File: src/rtl/rom_access_arbiter_pkg.sv
// rtl/rom_access_arbiter_pkg.sv - shared ROM encodings, read latency and sizing helper
package rom_access_arbiter_pkg;

    typedef enum logic [1:0] {
        ROM_C_ADDR_A = 2'b00,
        ROM_C_ADDR_C = 2'b01,
        ROM_C_ADDR_G = 2'b10,
        ROM_C_ADDR_T = 2'b11
    } rom_c_base_e;

    localparam int ROM_RD_LAT = 1;

    function automatic int idx_width(input int n);
        return (n > 1) ? $clog2(n) : 1;
    endfunction

endpackage

File: src/rtl/rom_access_arbiter_core.sv
// rtl/rom_access_arbiter_core.sv - round-robin search from a pointer, one-hot grant plus index
module rr_arbiter_core
    import rom_access_arbiter_pkg::*;
#(
    parameter int N     = 2,
    parameter int IDX_W = idx_width(N)
) (
    input  logic             en,
    input  logic [N-1:0]     req,
    input  logic [IDX_W-1:0] ptr,
    output logic [N-1:0]     gnt,
    output logic [IDX_W-1:0] idx,
    output logic             any
);

    // One extra bit so ptr+k never overflows before the modulo fold.
    logic [IDX_W:0] cand;

    always_comb begin
        gnt  = '0;
        idx  = '0;
        any  = 1'b0;
        cand = '0;
        for (int k = 0; k < N; k++) begin
            cand = {1'b0, ptr} + (IDX_W+1)'(k);
            if (cand >= (IDX_W+1)'(N)) begin
                cand = cand - (IDX_W+1)'(N);
            end
            if (en && !any && req[cand[IDX_W-1:0]]) begin
                any                    = 1'b1;
                idx                    = cand[IDX_W-1:0];
                gnt[cand[IDX_W-1:0]]   = 1'b1;
            end
        end
    end

endmodule

File: src/rtl/rom_access_arbiter.sv
// rtl/rom_access_arbiter.sv - round-robin sharing of rom_C / rom_read_and_D with tagged responses
module rom_access_arbiter
    import rom_access_arbiter_pkg::*;
#(
    parameter int N_REQ   = 2,
    parameter int ID_W    = 3,
    parameter int ROM_LAT = ROM_RD_LAT
) (
    input  logic                 clk,
    input  logic                 rst_n,
    input  logic                 flush,
    input  logic [N_REQ-1:0]     req,
    input  logic [N_REQ-1:0]     req_use_C,
    input  logic [N_REQ-1:0]     req_use_D,
    input  logic [2*N_REQ-1:0]   req_addr_C,
    input  logic [8*N_REQ-1:0]   req_addr_D,
    output logic [N_REQ-1:0]     gnt,
    output logic                 ce_rom_C,
    output logic                 ce_rom_read_and_D,
    output logic [1:0]           addr_rom_C,
    output logic [7:0]           addr_rom_read_and_D,
    input  logic [7:0]           data,
    input  logic [7:0]           d_i,
    input  logic [1:0]           read_i,
    output logic                 rsp_valid,
    output logic [ID_W-1:0]      rsp_id,
    output logic [7:0]           rsp_C,
    output logic [7:0]           rsp_d_i,
    output logic [1:0]           rsp_read_i
);

    localparam int PTR_W = idx_width(N_REQ);

    if (N_REQ < 2 || N_REQ > 8 || (1 << ID_W) < N_REQ || ROM_LAT < 1) begin : g_param_err
        $error("rom_access_arbiter: N_REQ must be 2..8, 2**ID_W >= N_REQ, ROM_LAT >= 1");
    end

    logic [N_REQ-1:0]            gnt_core;
    logic [PTR_W-1:0]            gnt_idx;
    logic                        gnt_any;
    logic                        accept;

    logic [PTR_W-1:0]            rr_ptr_q, rr_ptr_d;
    logic                        ce_c_q, ce_c_d, ce_d_q, ce_d_d;
    logic [1:0]                  addr_c_q, addr_c_d;
    logic [7:0]                  addr_d_q, addr_d_d;

    logic [ROM_LAT:0]            tag_valid_q, tag_valid_d;
    logic [ROM_LAT:0]            tag_use_c_q, tag_use_c_d;
    logic [ROM_LAT:0]            tag_use_d_q, tag_use_d_d;
    logic [ROM_LAT:0][ID_W-1:0]  tag_id_q, tag_id_d;

    logic                        rsp_valid_q, rsp_valid_d;
    logic [ID_W-1:0]             rsp_id_q, rsp_id_d;
    logic [7:0]                  rsp_c_q, rsp_c_d;
    logic [7:0]                  rsp_d_q, rsp_d_d;
    logic [1:0]                  rsp_r_q, rsp_r_d;

    rr_arbiter_core #(.N(N_REQ), .IDX_W(PTR_W)) u_core (
        .en  (~flush),
        .req (req),
        .ptr (rr_ptr_q),
        .gnt (gnt_core),
        .idx (gnt_idx),
        .any (gnt_any)
    );

    // Grant is combinational, so it is masked while reset is held to keep all outputs at 0.
    assign gnt    = gnt_core & {N_REQ{rst_n}};
    assign accept = gnt_any & rst_n;

    always_comb begin
        rr_ptr_d = rr_ptr_q;
        if (accept) begin
            rr_ptr_d = (gnt_idx == PTR_W'(N_REQ - 1)) ? '0 : gnt_idx + 1'b1;
        end

        ce_c_d   = accept && req_use_C[gnt_idx];
        ce_d_d   = accept && req_use_D[gnt_idx];
        addr_c_d = ce_c_d ? req_addr_C[{gnt_idx, 1'b0} +: 2] : 2'b00;
        addr_d_d = ce_d_d ? req_addr_D[{gnt_idx, 3'b000} +: 8] : 8'h00;

        tag_valid_d = {tag_valid_q[ROM_LAT-1:0], accept};
        tag_use_c_d = {tag_use_c_q[ROM_LAT-1:0], ce_c_d};
        tag_use_d_d = {tag_use_d_q[ROM_LAT-1:0], ce_d_d};
        tag_id_d    = {tag_id_q[ROM_LAT-1:0], ID_W'(gnt_idx)};
        if (flush) begin
            tag_valid_d = '0;
        end

        // The oldest tag lines up with ROM data valid this cycle.
        rsp_valid_d = tag_valid_q[ROM_LAT] & ~flush;
        rsp_id_d    = rsp_id_q;
        rsp_c_d     = rsp_c_q;
        rsp_d_d     = rsp_d_q;
        rsp_r_d     = rsp_r_q;
        if (rsp_valid_d) begin
            rsp_id_d = tag_id_q[ROM_LAT];
            rsp_c_d  = tag_use_c_q[ROM_LAT] ? data   : 8'h00;
            rsp_d_d  = tag_use_d_q[ROM_LAT] ? d_i    : 8'h00;
            rsp_r_d  = tag_use_d_q[ROM_LAT] ? read_i : 2'b00;
        end
    end

    always_ff @(posedge clk or negedge rst_n) begin
        if (!rst_n) begin
            rr_ptr_q    <= '0;
            ce_c_q      <= 1'b0;
            ce_d_q      <= 1'b0;
            addr_c_q    <= '0;
            addr_d_q    <= '0;
            tag_valid_q <= '0;
            tag_use_c_q <= '0;
            tag_use_d_q <= '0;
            tag_id_q    <= '0;
            rsp_valid_q <= 1'b0;
            rsp_id_q    <= '0;
            rsp_c_q     <= '0;
            rsp_d_q     <= '0;
            rsp_r_q     <= '0;
        end else begin
            rr_ptr_q    <= rr_ptr_d;
            ce_c_q      <= ce_c_d;
            ce_d_q      <= ce_d_d;
            addr_c_q    <= addr_c_d;
            addr_d_q    <= addr_d_d;
            tag_valid_q <= tag_valid_d;
            tag_use_c_q <= tag_use_c_d;
            tag_use_d_q <= tag_use_d_d;
            tag_id_q    <= tag_id_d;
            rsp_valid_q <= rsp_valid_d;
            rsp_id_q    <= rsp_id_d;
            rsp_c_q     <= rsp_c_d;
            rsp_d_q     <= rsp_d_d;
            rsp_r_q     <= rsp_r_d;
        end
    end

    assign ce_rom_C            = ce_c_q;
    assign ce_rom_read_and_D   = ce_d_q;
    assign addr_rom_C          = addr_c_q;
    assign addr_rom_read_and_D = addr_d_q;
    assign rsp_valid           = rsp_valid_q;
    assign rsp_id              = rsp_id_q;
    assign rsp_C               = rsp_c_q;
    assign rsp_d_i             = rsp_d_q;
    assign rsp_read_i          = rsp_r_q;

endmodule
File: config.mk
export PLATFORM = sky130hd
export DESIGN_NAME = rom_access_arbiter
export DESIGN_NICKNAME = d
export VERILOG_FILES = /design/src/rtl/rom_access_arbiter_pkg.sv /design/src/rtl/rom_access_arbiter_core.sv /design/src/rtl/rom_access_arbiter.sv
export SDC_FILE = /design/constraint.sdc
export NUM_CORES = 1
export LEC_CHECK = 0
export BUFFER_PORTS_ARGS = -buffer_cell sky130_fd_sc_hd__buf_2
export CAP_MARGIN = 20
export CORE_MARGIN = 8
export CORE_UTILIZATION = 45
export CTS_CLUSTER_DIAMETER = 100
export DETAILED_ROUTE_END_ITERATION = 12
export PLACE_DENSITY_LB_ADDON = 0.3
export SLEW_MARGIN = 10
export SYNTH_ARGS = -nofsm -noshare
export SYNTH_HDL_FRONTEND = slang
export SYNTH_HIERARCHICAL = 1
export SYNTH_SLANG_ARGS = --single-unit
File: constraint.sdc
create_clock -name clk -period 1.7 [get_ports clk]
set_input_delay 0.34 -clock clk [delete_from_list [all_inputs] [get_ports clk]]
set_output_delay 0.34 -clock clk [all_outputs]
set_load 0.02 [all_outputs]
Yosys cells after proc, flatten, opt, wreduce, memory -nomap -nowiden
Cells that the tools add are included.
{ "classes": {"addsub": 4, "magnitude_cmp": 7, "n_shift": 2, "n_mux": 27, "bitwise": 5, "n_reduce_logical": 8} }
{ "ops": {"columns": ["operator", "count"], "rows": [
  ["8-bit 2-to-1 mux", 3],
  ["1-bit 2-to-1 mux", 17],
  ["16-bit by 5-bit indexed part select with 8-bit output", 1],
  ["2-bit 2-to-1 mux", 5],
  ["1-bit logical AND", 7],
  ["1-bit by 2-bit less-than comparator with 1-bit output (second input constant)", 3],
  ["4-bit by 3-bit indexed part select with 2-bit output", 1],
  ["1-bit by 1-bit adder with 2-bit output (second input constant)", 1],
  ["1-bit AND", 2],
  ["2-bit AND", 1],
  ["1-bit demux with 1-bit select", 2],
  ["1-bit >= comparator (second input constant)", 2],
  ["1-bit by 2-bit >= comparator with 1-bit output (second input constant)", 1],
  ["2-bit >= comparator (second input constant)", 1],
  ["2-bit OR", 1],
  ["1-bit subtractor (second input constant)", 2],
  ["1-bit adder (second input constant)", 1],
  ["1-bit zero test", 1],
  ["1-bit NOT", 1]
]} }
{ "word_totals": {"reg_bits": 41, "input_bits": 47, "elab_cells": 68} }

Longest topological paths before layout
Gate-level depths: netlist (run 1).
{ "logic_depth": {"depth_word": 14, "ltp_mapped": 7, "depth_no_buf": 5} }

By module
The synthesis (run 1) kept the hierarchy.
{ "by_module_without_submodules": {"columns": ["mod", "n_inst", "cells_per_inst", "area_per_inst_um2", "seq_area_each_um2"], "rows": [
  ["rom_access_arbiter", 1, 137, 1617.8, 975.9],
  ["rr_arbiter_core", 1, 7, 33.8, 0.0]
]} }

Least setup slack after synthesis (run 1)
Ideal clock, no wire load.
{ "synth_path": {"path_type": "input-to-reg", "startpoint": "input port flush", "endpoint": "register addr_d_q[0], in the netlist addr_rom_read_and_D[0]", "setup_ns": 0.131, "t_arrival_ns": 1.148, "path_slack_ns": 0.421, "stages": 6, "n_path_buf": 1, "cell_sequence": "inv_1 > nand2_1 > a21oi_1 > buf_4 > mux2i_4 > nor3_1"} }
{ "synth_via": {"elab_chain_cells": 11} }
{ "synth_lines": {"columns": ["element", "line", "source"], "rows": [
  ["start, declared", "rom_access_arbiter.sv:11", "input logic flush,"],
  ["1-bit NOT *", "rom_access_arbiter.sv:60", ".en (~flush),"],
  ["1-bit logical AND", "rom_access_arbiter_core.sv:29", "if (en && !any && req[cand[IDX_W-1:0]]) begin"],
  ["1-bit 2-to-1 mux", "rom_access_arbiter_core.sv:29", null],
  ["1-bit zero test", "rom_access_arbiter_core.sv:29", null],
  ["1-bit logical AND (2 in series)", "rom_access_arbiter_core.sv:29", null],
  ["1-bit 2-to-1 mux *", "rom_access_arbiter_core.sv:29", null],
  ["named net gnt_idx", "rom_access_arbiter.sv:39", "logic [PTR_W-1:0] gnt_idx;"],
  ["branches (longest 3 deep; another with 16-bit by 5-bit indexed part select with 8-bit output)", null, null],
  ["8-bit 2-to-1 mux *", "rom_access_arbiter.sv:81", "addr_d_d = ce_d_d ? req_addr_D[{gnt_idx, 3'b000} +: 8] : 8'h00;"],
  ["named net addr_d_d[0]", "rom_access_arbiter.sv:46", "logic [7:0] addr_d_q, addr_d_d;"],
  ["end signal, assigned", "rom_access_arbiter.sv:126", "addr_d_q <= addr_d_d;"],
  ["end, declared", "rom_access_arbiter.sv:46", null]
]} }
Mark *: on every way through the listed nets, which the timed path passes. The select of a mux whose other input is x is not followed.
A chain may end at the register's enable or synchronous reset.

Worst setup path in the final report (run 1)
{ "layout_path": {"startpoint": "register rr_ptr_q", "endpoint": "output port gnt[1]"} }
{ "layout_via": {"elab_chain_cells": 11} }
{ "layout_lines": {"columns": ["element", "line", "source"], "rows": [
  ["start, declared", "rom_access_arbiter.sv:43", "logic [PTR_W-1:0] rr_ptr_q, rr_ptr_d;"],
  ["start signal, assigned", "rom_access_arbiter.sv:122", "rr_ptr_q <= rr_ptr_d;"],
  ["branches (longest 9 deep; another with 1-bit by 1-bit adder with 2-bit output)", null, null],
  ["2-bit 2-to-1 mux *", "rom_access_arbiter_core.sv:29", null],
  ["named net gnt_core[1]", "rom_access_arbiter.sv:38", "logic [N_REQ-1:0] gnt_core;"],
  ["2-bit AND *", "rom_access_arbiter.sv:69", "assign gnt = gnt_core & {N_REQ{rst_n}};"],
  ["end, declared", "rom_access_arbiter.sv:17", "output logic [N_REQ-1:0] gnt,"]
]} }
Marked as above.

==> flow_summary.yaml, run 1 <==
logic_synthesis:
  syn_area_per_cell_um2: 11.5
  async_reset_ff_share_pct: 100
  yosys_warnings: 6
  post-synth-top-count-cell: "dfrtp_1"
  post_synthesis_cells: 144
  synth_flop_cell: "dfrtp_1"
  synth.top_cells.by_area: "dfrtp_1, mux2i_1, inv_1, nand2_1, nor3_1"
  synth_commonest_cells: "dfrtp_1, mux2i_1, inv_1, nand2_1, nor3_1"
  synth-edff-count: 0
  cell_taking_the_most_area_after_synthesis: "dfrtp_1"
  post_synthesis_instance_area_mm2: 0.00165
  synth_cell_type_count: 19
  number_of_synthesized_register_bits: 39
  synth.yosys.seq_area_share_pct: 59.1
  yosysTopAreaCellShare_pct: 59.1
job:
  timing.max_cap.violations: 0
global_route:
  number_of_antenna_violations_at_the_first_check_in_global_routing: 0
  global_route.usage.total_pct: 13.0
  grt.overflow.total: 0
  grt_start_max_net_pins: 26
  first_pass_grt_wire_length_mm: 6.27
  first_global_vias: 1393
floorplan:
  die_width_um: 76.6
  dieHeight_um: 76.6
  start_util_pct: 45.8
  core_mm2: 0.00361
  floorplan.rows: 22
  total_die_area_mm2: 0.00586
  ios: 83
timing:
  layout_worst_path_cycle_share_pct: 87.8
  layout_setup_ws_ns: 0.207
  setup_viol: 0
  worstMarginPinSlew_ns: 0.503
  timing.slew.headroom_pct: 66.4
  max_clock_freq_ghz: 0.670
  finalClockSkew_ns: 0.00908
  period_needed_ns: 1.49
  grt_setup_unrepaired: "false"
  slew_violations: 0
  hold_viol_final: 0
  setup_tns_ns: 0
cts:
  cts_tree: "yes"
  cts-resized-gates: 0
  clkLatencyLatePin_ns: 0.28
  clkTransAtPathRegs_ns: 0.08
  holdBufCountCts: 0
  htree_levels: 2
  postCtsSetupBuffers: 0
  cts_buffer_count: 5
  clockRootBuffer: "clkbuf_8"
  clock_sinks: 39
  clockBufferDepth: 2
critical_path:
  timing.critical_path.buf_inv: 2
  setup_crit_start_kind: "flip-flop"
  crit_family: "flip-flops"
  largest_stage_delay_worst_path_ns: 0.39
  cp-end-kind: "output port"
  worstPathRequired_ns: 1.36
  endpoint_arrival_time_on_the_critical_path_ns: 1.15
  timing.critical_path.slowest_stage_cell: "dfrtp_1"
  path_class: "reg -> out"
  path_depth: 4
  crit_fanout: 3
  crit_path_cell_trace: "inv_1 -> a21oi_1 -> and2_1 -> buf_2"
  regToRegSetupSlack_ns: 0.22
  r2r_cells: 5
placed_design:
  place_inst: 269
  dp.final_hpwl_mm: 2.90
  numPortBuffers: 80
  dpl_worst_slack_ns: 0.0700
  globalplace.congestion: 0.804
layout:
  drive_gt1_share_pct: 42.4
  layout-area-overhead-vs-synth_pct: 35.7
  fin_cells: 277
  n_antenna_cell: 0
  final_net_count: 275
route:
  drt-initial-drc-count: 49
  via_per_inst: 4.53
  drt-total-wl_mm: 3.69
  routed_wire_length_per_instance_um: 13.3
  vias: 1256
  drc: 0
  drtPass1Iterations: 4
  antenna_left: 0
power:
  power.density_mw_per_mm2: 1140
  leakage_nw: 1.18
  peakVddDrop_v: 0.000571
status:
  status: "finished clean"
hold_path:
  hold_path_class: "in -> async"
## per-layer routing
layer / part of all wire (%) / up-vias / track usage [%]
li1: - / 621 / -
met1: 43 / 569 / 13.7
met2: 42 / 62 / 20.6
met3: 13 / 4 / 7.78
met4: 1.1 / 0 / 5.19
met5: 0 / - / 0
## path summary, 6_finish.rpt
path | startpoint | end
worst max-delay path | rr_ptr_q | gnt[1]
worst min-delay path | rst_n | rr_ptr_q
worst max register to register | rr_ptr_q | addr_rom_read_and_D[5]
worst min register to register | tag_id_d[3] | tag_id_q[3]
max in group asynchronous | rst_n | rsp_valid
min in group clk | flush | tag_valid_q[1]
## cell families (layout without fill, tap and decap cells)
logic type,after synthesis,count (layout),synth area share (%)
AO/OA/AOI/OAI,4,4,1.36
other,1,2,0.227
flip-flops,39,39,59.1
multiplexers,32,32,20.5
AND/OR/NAND/NOR,38,38,10.2
buffers and inverters,30,114,8.71
## per-stage QoR
stage               total power (W)  util, %  instance area, µm²  hold WS (ns)
floorplan                   0.00144        -                1660        0.0444
global placement            0.00166     58.4                2100         0.334
detailed placement          0.00168     58.4                2100         0.341
CTS                         0.00258     62.1                2240        0.0387
global route                0.00268     62.1                2240        0.0581
finish                      0.00255     62.1                2240        0.0358
## state kept, by name, indices dropped and copies added, names as in the netlist, 2 cells and up
signal	count
tag_valid_q	2
tag_use_c_q	2
rsp_C	8
rsp_read_i	2
tag_use_d_q	2
addr_rom_C	2
addr_rom_read_and_D	8
rsp_d_i	8
## power breakdown
| part | total, W | internal [W] | switching (W) |
|---|---|---|---|
| clock network | 0.000899 | 0.000585 | 0.000314 |
| logic | 0.000536 | 0.000206 | 0.000330 |
| registers | 0.00111 | 0.00105 | 0.0000625 |
## final cells by class
cell class | instances | area [µm²]
Fill cell | 323 | 1370
Timing Repair Buffer | 85 | 450
Tap cell | 48 | 60.1
Multi-Input combinational cell | 76 | 539
Sequential cell | 39 | 976
Clock inverter | 3 | 67.6
Inverter | 21 | 78.8
Clock buffer | 5 | 68.8
## cell usage in the layout (no fill, tap or decap)
master and n:
clkbuf_8 5, nor2b_2 1, a21oi_1 2, clkinvlp_4 1, inv_1 21, buf_4 4
and2_1 2, dfrtp_1 39, buf_12 1, mux2_4 1, mux2i_1 30, nand2_1 21
nor2_1 3, conb_1 2, nor3_1 10, mux2i_4 1, nor2b_1 1, a21oi_2 1
o21a_1 1, buf_2 80, bufinv_16 2
Note: power is estimated with default switching activity, not from simulation.
==> run 2: changes to the inputs <==
HOLD_SLACK_MARGIN = 0.15   (was default)
RECOVER_POWER = 25   (was default)
==> run 2 against run 1 <==
Fmax down 7.8%. Highest routed layer unchanged. Sequential power barely moved. Global-route usage hardly changed.
==> flow_summary.yaml, run 2 (synthesis gave the netlist of run 1 again) <==
timing:
  slew_violations: 0
  setup_tns_ns: 0
  worstMarginPinSlew_ns: 0.759
  holdWs_ns: 0.257
  grt_setup_unrepaired: "false"
  finalClockSkew_ns: 0.00960
  setup_viol: 0
  period_needed_ns: 1.62
  layout_worst_path_cycle_share_pct: 95.2
  timing.slew.headroom_pct: 49.4
  max_clock_freq_ghz: 0.618
  hold_viol_final: 0
floorplan:
  dieHeight_um: 76.6
  die_width_um: 76.6
  core_mm2: 0.00361
  floorplan.rows: 22
  total_die_area_mm2: 0.00586
  start_util_pct: 45.8
  ios: 83
global_route:
  first_pass_grt_wire_length_mm: 6.30
  grt_start_max_net_pins: 26
  grt.overflow.total: 0
  first_global_vias: 1399
  global_route.usage.total_pct: 13.0
  number_of_antenna_violations_at_the_first_check_in_global_routing: 0
cts:
  clkLatencyLatePin_ns: 0.28
  postCtsSetupBuffers: 0
  clockRootBuffer: "clkbuf_8"
  clkTransAtPathRegs_ns: 0.07
  cts_buffer_count: 5
  htree_levels: 2
  cts_tree: "yes"
  clock_sinks: 39
  clockBufferDepth: 2
critical_path:
  timing.critical_path.buf_inv: 2
  worstPathRequired_ns: 1.36
  setup_crit_start_kind: "input port"
  regToRegSetupSlack_ns: 0.22
  r2r_cells: 5
  cp-end-kind: "output port"
  timing.rr.end: "addr_rom_read_and_D[2]"
  path_class: "in -> out"
  crit_family: "buffers and inverters"
  largest_stage_delay_worst_path_ns: 0.63
  crit_end: "gnt[0]"
  endpoint_arrival_time_on_the_critical_path_ns: 1.28
  r2r-start: "rr_ptr_q"
  timing.critical_path.slowest_stage_cell: "dlygate4sd3_1"
  path_depth: 3
  crit_path_cell_trace: "dlygate4sd3_1 -> and2_1 -> buf_2"
  crit_fanout: 5
  critical_path.startpoint: "rst_n"
layout:
  multiInputGateArea_um2: 539
  final_cell_mix: "buf_2, dfrtp_1, mux2i_1"
  fin_util_pct: 61.7
  final_net_count: 275
  drive_gt1_share_pct: 41.5
  n_antenna_cell: 0
  layout-area-overhead-vs-synth_pct: 34.7
  ff_latch_area_um2: 976
  num-fill-cells: 323
  most_common_library_cell_in_the_layout_ignoring_fill_and_taps: "buf_2"
route:
  drtPass1Iterations: 3
  drt-initial-drc-count: 33
  routed_wire_length_per_instance_um: 13.4
  via_per_inst: 4.53
  vias: 1256
  drt-total-wl_mm: 3.70
  drc: 0
  antenna_left: 0
power:
  comb_power_share_pct: 21.0
  leakage_nw: 1.18
  power.density_mw_per_mm2: 1150
  internal-power_w: 0.00184
  p_sw_w: 0.000709
  total_power_w: 0.00255
  share_clk_of_total_power_pct: 35.4
  sequentialPowerShare_pct: 43.7
  swShare_pct: 27.8
  peakVddDrop_v: 0.000571
status:
  status: "finished clean"
placed_design:
  globalplace.congestion: 0.804
  numPortBuffers: 80
  dp.final_hpwl_mm: 2.90
job:
  timing.max_cap.violations: 0
hold_path:
  hold_path_class: "in -> reg"
[run 2: repair_timing]
action	4_1_cts	5_1_grt
endpoints found under the hold margin	39	0
setup endpoints to repair	0	2
hold buffers	1	0
resized for setup	0	0
[run 2: area by class of cell]
type / instances / share of cell area [%]
Sequential cell: 39 / 43.9
Multi-Input combinational cell: 76 / 24.2
Timing Repair Buffer: 85 / 19.5
Inverter: 21 / 3.54
Clock buffer: 5 / 3.09
Clock inverter: 3 / 3.04
Tap cell: 48 / 2.70
[run 2: metal layers]
layer,vias to the layer above,wire length (µm),global-route usage [%]
li1,620,-,-
met1,570,1630,13.7
met2,62,1550,20.7
met3,4,482,7.78
met4,0,40,5.19
met5,-,0,0
[run 2: how the worst min path moves through the flow]
| stage | startpoint | depth (start not counted) | slack (ns) | to |
|---|---|---|---|---|
| floorplan | rst_n | 0 | 0.04 | addr_rom_C[0] |
| global placement | tag_id_d[3] | 0 | 0.33 | tag_id_q[3] |
| detailed placement | tag_id_d[3] | 0 | 0.34 | tag_id_q[3] |
| CTS | flush | 2 | 0.25 | tag_valid_q[1] |
| global route | flush | 2 | 0.25 | tag_valid_q[1] |
| finish | flush | 2 | 0.26 | tag_valid_q[1] |
[run 2: worst register-to-register path, delay by kind of cell (launching register included)]
family / cells / cell delay, ns
flip-flops: 1 / 0.39
buffers and inverters: 2 / 0.35
AO/OA/AOI/OAI: 1 / 0.34
multiplexers: 1 / 0.21
AND/OR/NAND/NOR: 1 / 0.06
[run 2: power by group through the flow]
stage	Combinational [W]	Clock (W)	Sequential, W
3_5_place_dp	0.000546	0	0.00113
4_1_cts	0.000548	0.000921	0.00111
3_3_place_gp	0.000535	0	0.00113
2_1_floorplan	0.000171	0	0.00127
6_report	0.000534	0.000901	0.00111
5_1_grt	0.000592	0.000956	0.00113
[run 2: through the flow]
step / cell area [µm²] / cells / setup slack, ns
finish: 2220 / 277 / 0.0809
global route: 2220 / 277 / 0.0287
CTS: 2250 / 278 / 0.0257
detailed placement: 2100 / 269 / 0.0700
global placement: 2100 / 269 / 0.105
floorplan: 1660 / 145 / 0.421
==> run 3: changes to the inputs <==
CELL_PAD_IN_SITES_DETAIL_PLACEMENT = 0   (was default)
CELL_PAD_IN_SITES_GLOBAL_PLACEMENT = 1   (was default)
CORE_UTILIZATION = 33   (was 45)
==> run 3 against run 2 <==
First-iteration DRC count fell by 15%. Die area rose by 28%. Sequential share of layout area rose by 0.17 points. Worst setup slack improved by 0.14 ns. Clock skew fell by 0.0031 ns. Sequential power barely moved. Fmax rose by 9.8%. Critical path type is now reg -> out. Highest routed layer unchanged.
==> flow_summary.yaml, run 3 (synthesis gave the netlist of run 1 again) <==
global_route:
  first_pass_grt_wire_length_mm: 6.21
  grt.overflow.total: 0
  number_of_antenna_violations_at_the_first_check_in_global_routing: 0
  grt_start_max_net_pins: 38
  first_global_vias: 1350
  global_route.usage.total_pct: 10.4
floorplan:
  core_mm2: 0.00479
  start_util_pct: 34.5
  die_width_um: 86.7
  ios: 83
  total_die_area_mm2: 0.00752
  dieHeight_um: 86.7
  floorplan.rows: 25
job:
  timing.max_cap.violations: 0
cts:
  cts_buffer_count: 5
  cts_tree: "yes"
  clockRootBuffer: "clkbuf_8"
  clkLatencyLatePin_ns: 0.29
  clkTransAtPathRegs_ns: 0.07
  cts-resized-gates: 0
  clock_sinks: 39
  clockBufferDepth: 2
  htree_levels: 2
layout:
  drive_gt1_share_pct: 41.2
  final_cell_mix: "buf_2, dfrtp_1, mux2i_1"
  fin_util_pct: 46.3
  fin_cells: 295
  most_common_library_cell_in_the_layout_ignoring_fill_and_taps: "buf_2"
  layout-area-overhead-vs-synth_pct: 34.2
  n_antenna_cell: 0
  final_net_count: 274
critical_path:
  setup_crit_start_kind: "flip-flop"
  path_depth: 4
  path_class: "reg -> out"
  cp-end-kind: "output port"
  timing.critical_path.buf_inv: 2
  largest_stage_delay_worst_path_ns: 0.40
  crit_path_cell_trace: "inv_1 -> a21oi_1 -> and2_1 -> buf_2"
  crit_family: "flip-flops"
  crit_fanout: 3
  endpoint_arrival_time_on_the_critical_path_ns: 1.13
  timing.critical_path.slowest_stage_cell: "dfrtp_1"
  r2r_cells: 5
  worstPathRequired_ns: 1.36
placed_design:
  dp.final_hpwl_mm: 2.90
  globalplace.congestion: 0.668
  place_inst: 286
  dpl_worst_slack_ns: 0.116
  numPortBuffers: 80
timing:
  worstMarginPinSlew_ns: 0.896
  setup_viol: 0
  period_needed_ns: 1.47
  grt_setup_unrepaired: "false"
  layout_setup_ws_ns: 0.226
  layout_worst_path_cycle_share_pct: 86.7
  max_clock_freq_ghz: 0.678
  hold_viol_final: 0
  finalClockSkew_ns: 0.00651
  setup_tns_ns: 0
  slew_violations: 0
  timing.slew.headroom_pct: 40.3
  holdWs_ns: 0.250
route:
  drtPass1Iterations: 2
  drt-initial-drc-count: 28
  drt-total-wl_mm: 3.75
  antenna_left: 0
  drc: 0
  routed_wire_length_per_instance_um: 12.7
  via_per_inst: 4.11
  vias: 1213
hold_path:
  hold_path_class: "in -> reg"
  worst_hold_path.num_cells: 2
power:
  power.density_mw_per_mm2: 1010
  leakage_nw: 1.16
  peakVddDrop_v: 0.000406
status:
  status: "finished clean"
[run 3: worst paths after layout]
check / startpoint / slack (ns) / endpoint
max: rr_ptr_q / 0.23 / gnt[1]
min: flush / 0.25 / tag_valid_q[1]
max reg2reg: rr_ptr_q / 0.32 / addr_rom_read_and_D[7]
min reg2reg: tag_id_d[3] / 0.36 / tag_id_q[3]
max in group asynchronous: rst_n / 0.75 / addr_rom_read_and_D[3]
min in group asynchronous: rst_n / 0.38 / tag_valid_q[0]
[run 3: metrics by stage]
| step | total power, W | cell area, µm² |
|---|---|---|
| detailed placement | 0.00168 | 2130 |
| CTS | 0.00228 | 2220 |
| global route | 0.00239 | 2220 |
| global placement | 0.00167 | 2130 |
| finish | 0.00224 | 2220 |
| floorplan | 0.00144 | 1660 |
[run 3: cell type report]
class,instances,area [µm²]
inverter,21,78.8
sequential,39,976
timing repair buffer,84,454
clock buffer,5,68.8
tap,67,83.8
multi-input combinational,76,539
clock inverter,3,15.0
fill,475,2570
[run 3: where the power goes]
group / switching (W) / total (W) / internal [W]
combinational: 0.000331 / 0.000538 / 0.000207
clock: 0.000309 / 0.000590 / 0.000280
sequential: 0.0000594 / 0.00111 / 0.00105
[run 3: what timing repair did]
item                                   4_1_cts  5_1_grt
endpoints found under the hold margin        2        0
hold buffers                                 1        0
setup buffers                                0        0
[run 3: metal layers]
| layer | vias to the layer above | global-route usage, % | wire [µm] |
|---|---|---|---|
| met5 | - | 0 | 0 |
| met4 | 0 | 3.29 | 41 |
| met3 | 6 | 7.37 | 545 |
| met2 | 63 | 14.6 | 1500 |
| met1 | 529 | 12.3 | 1660 |
| li1 | 615 | - | - |
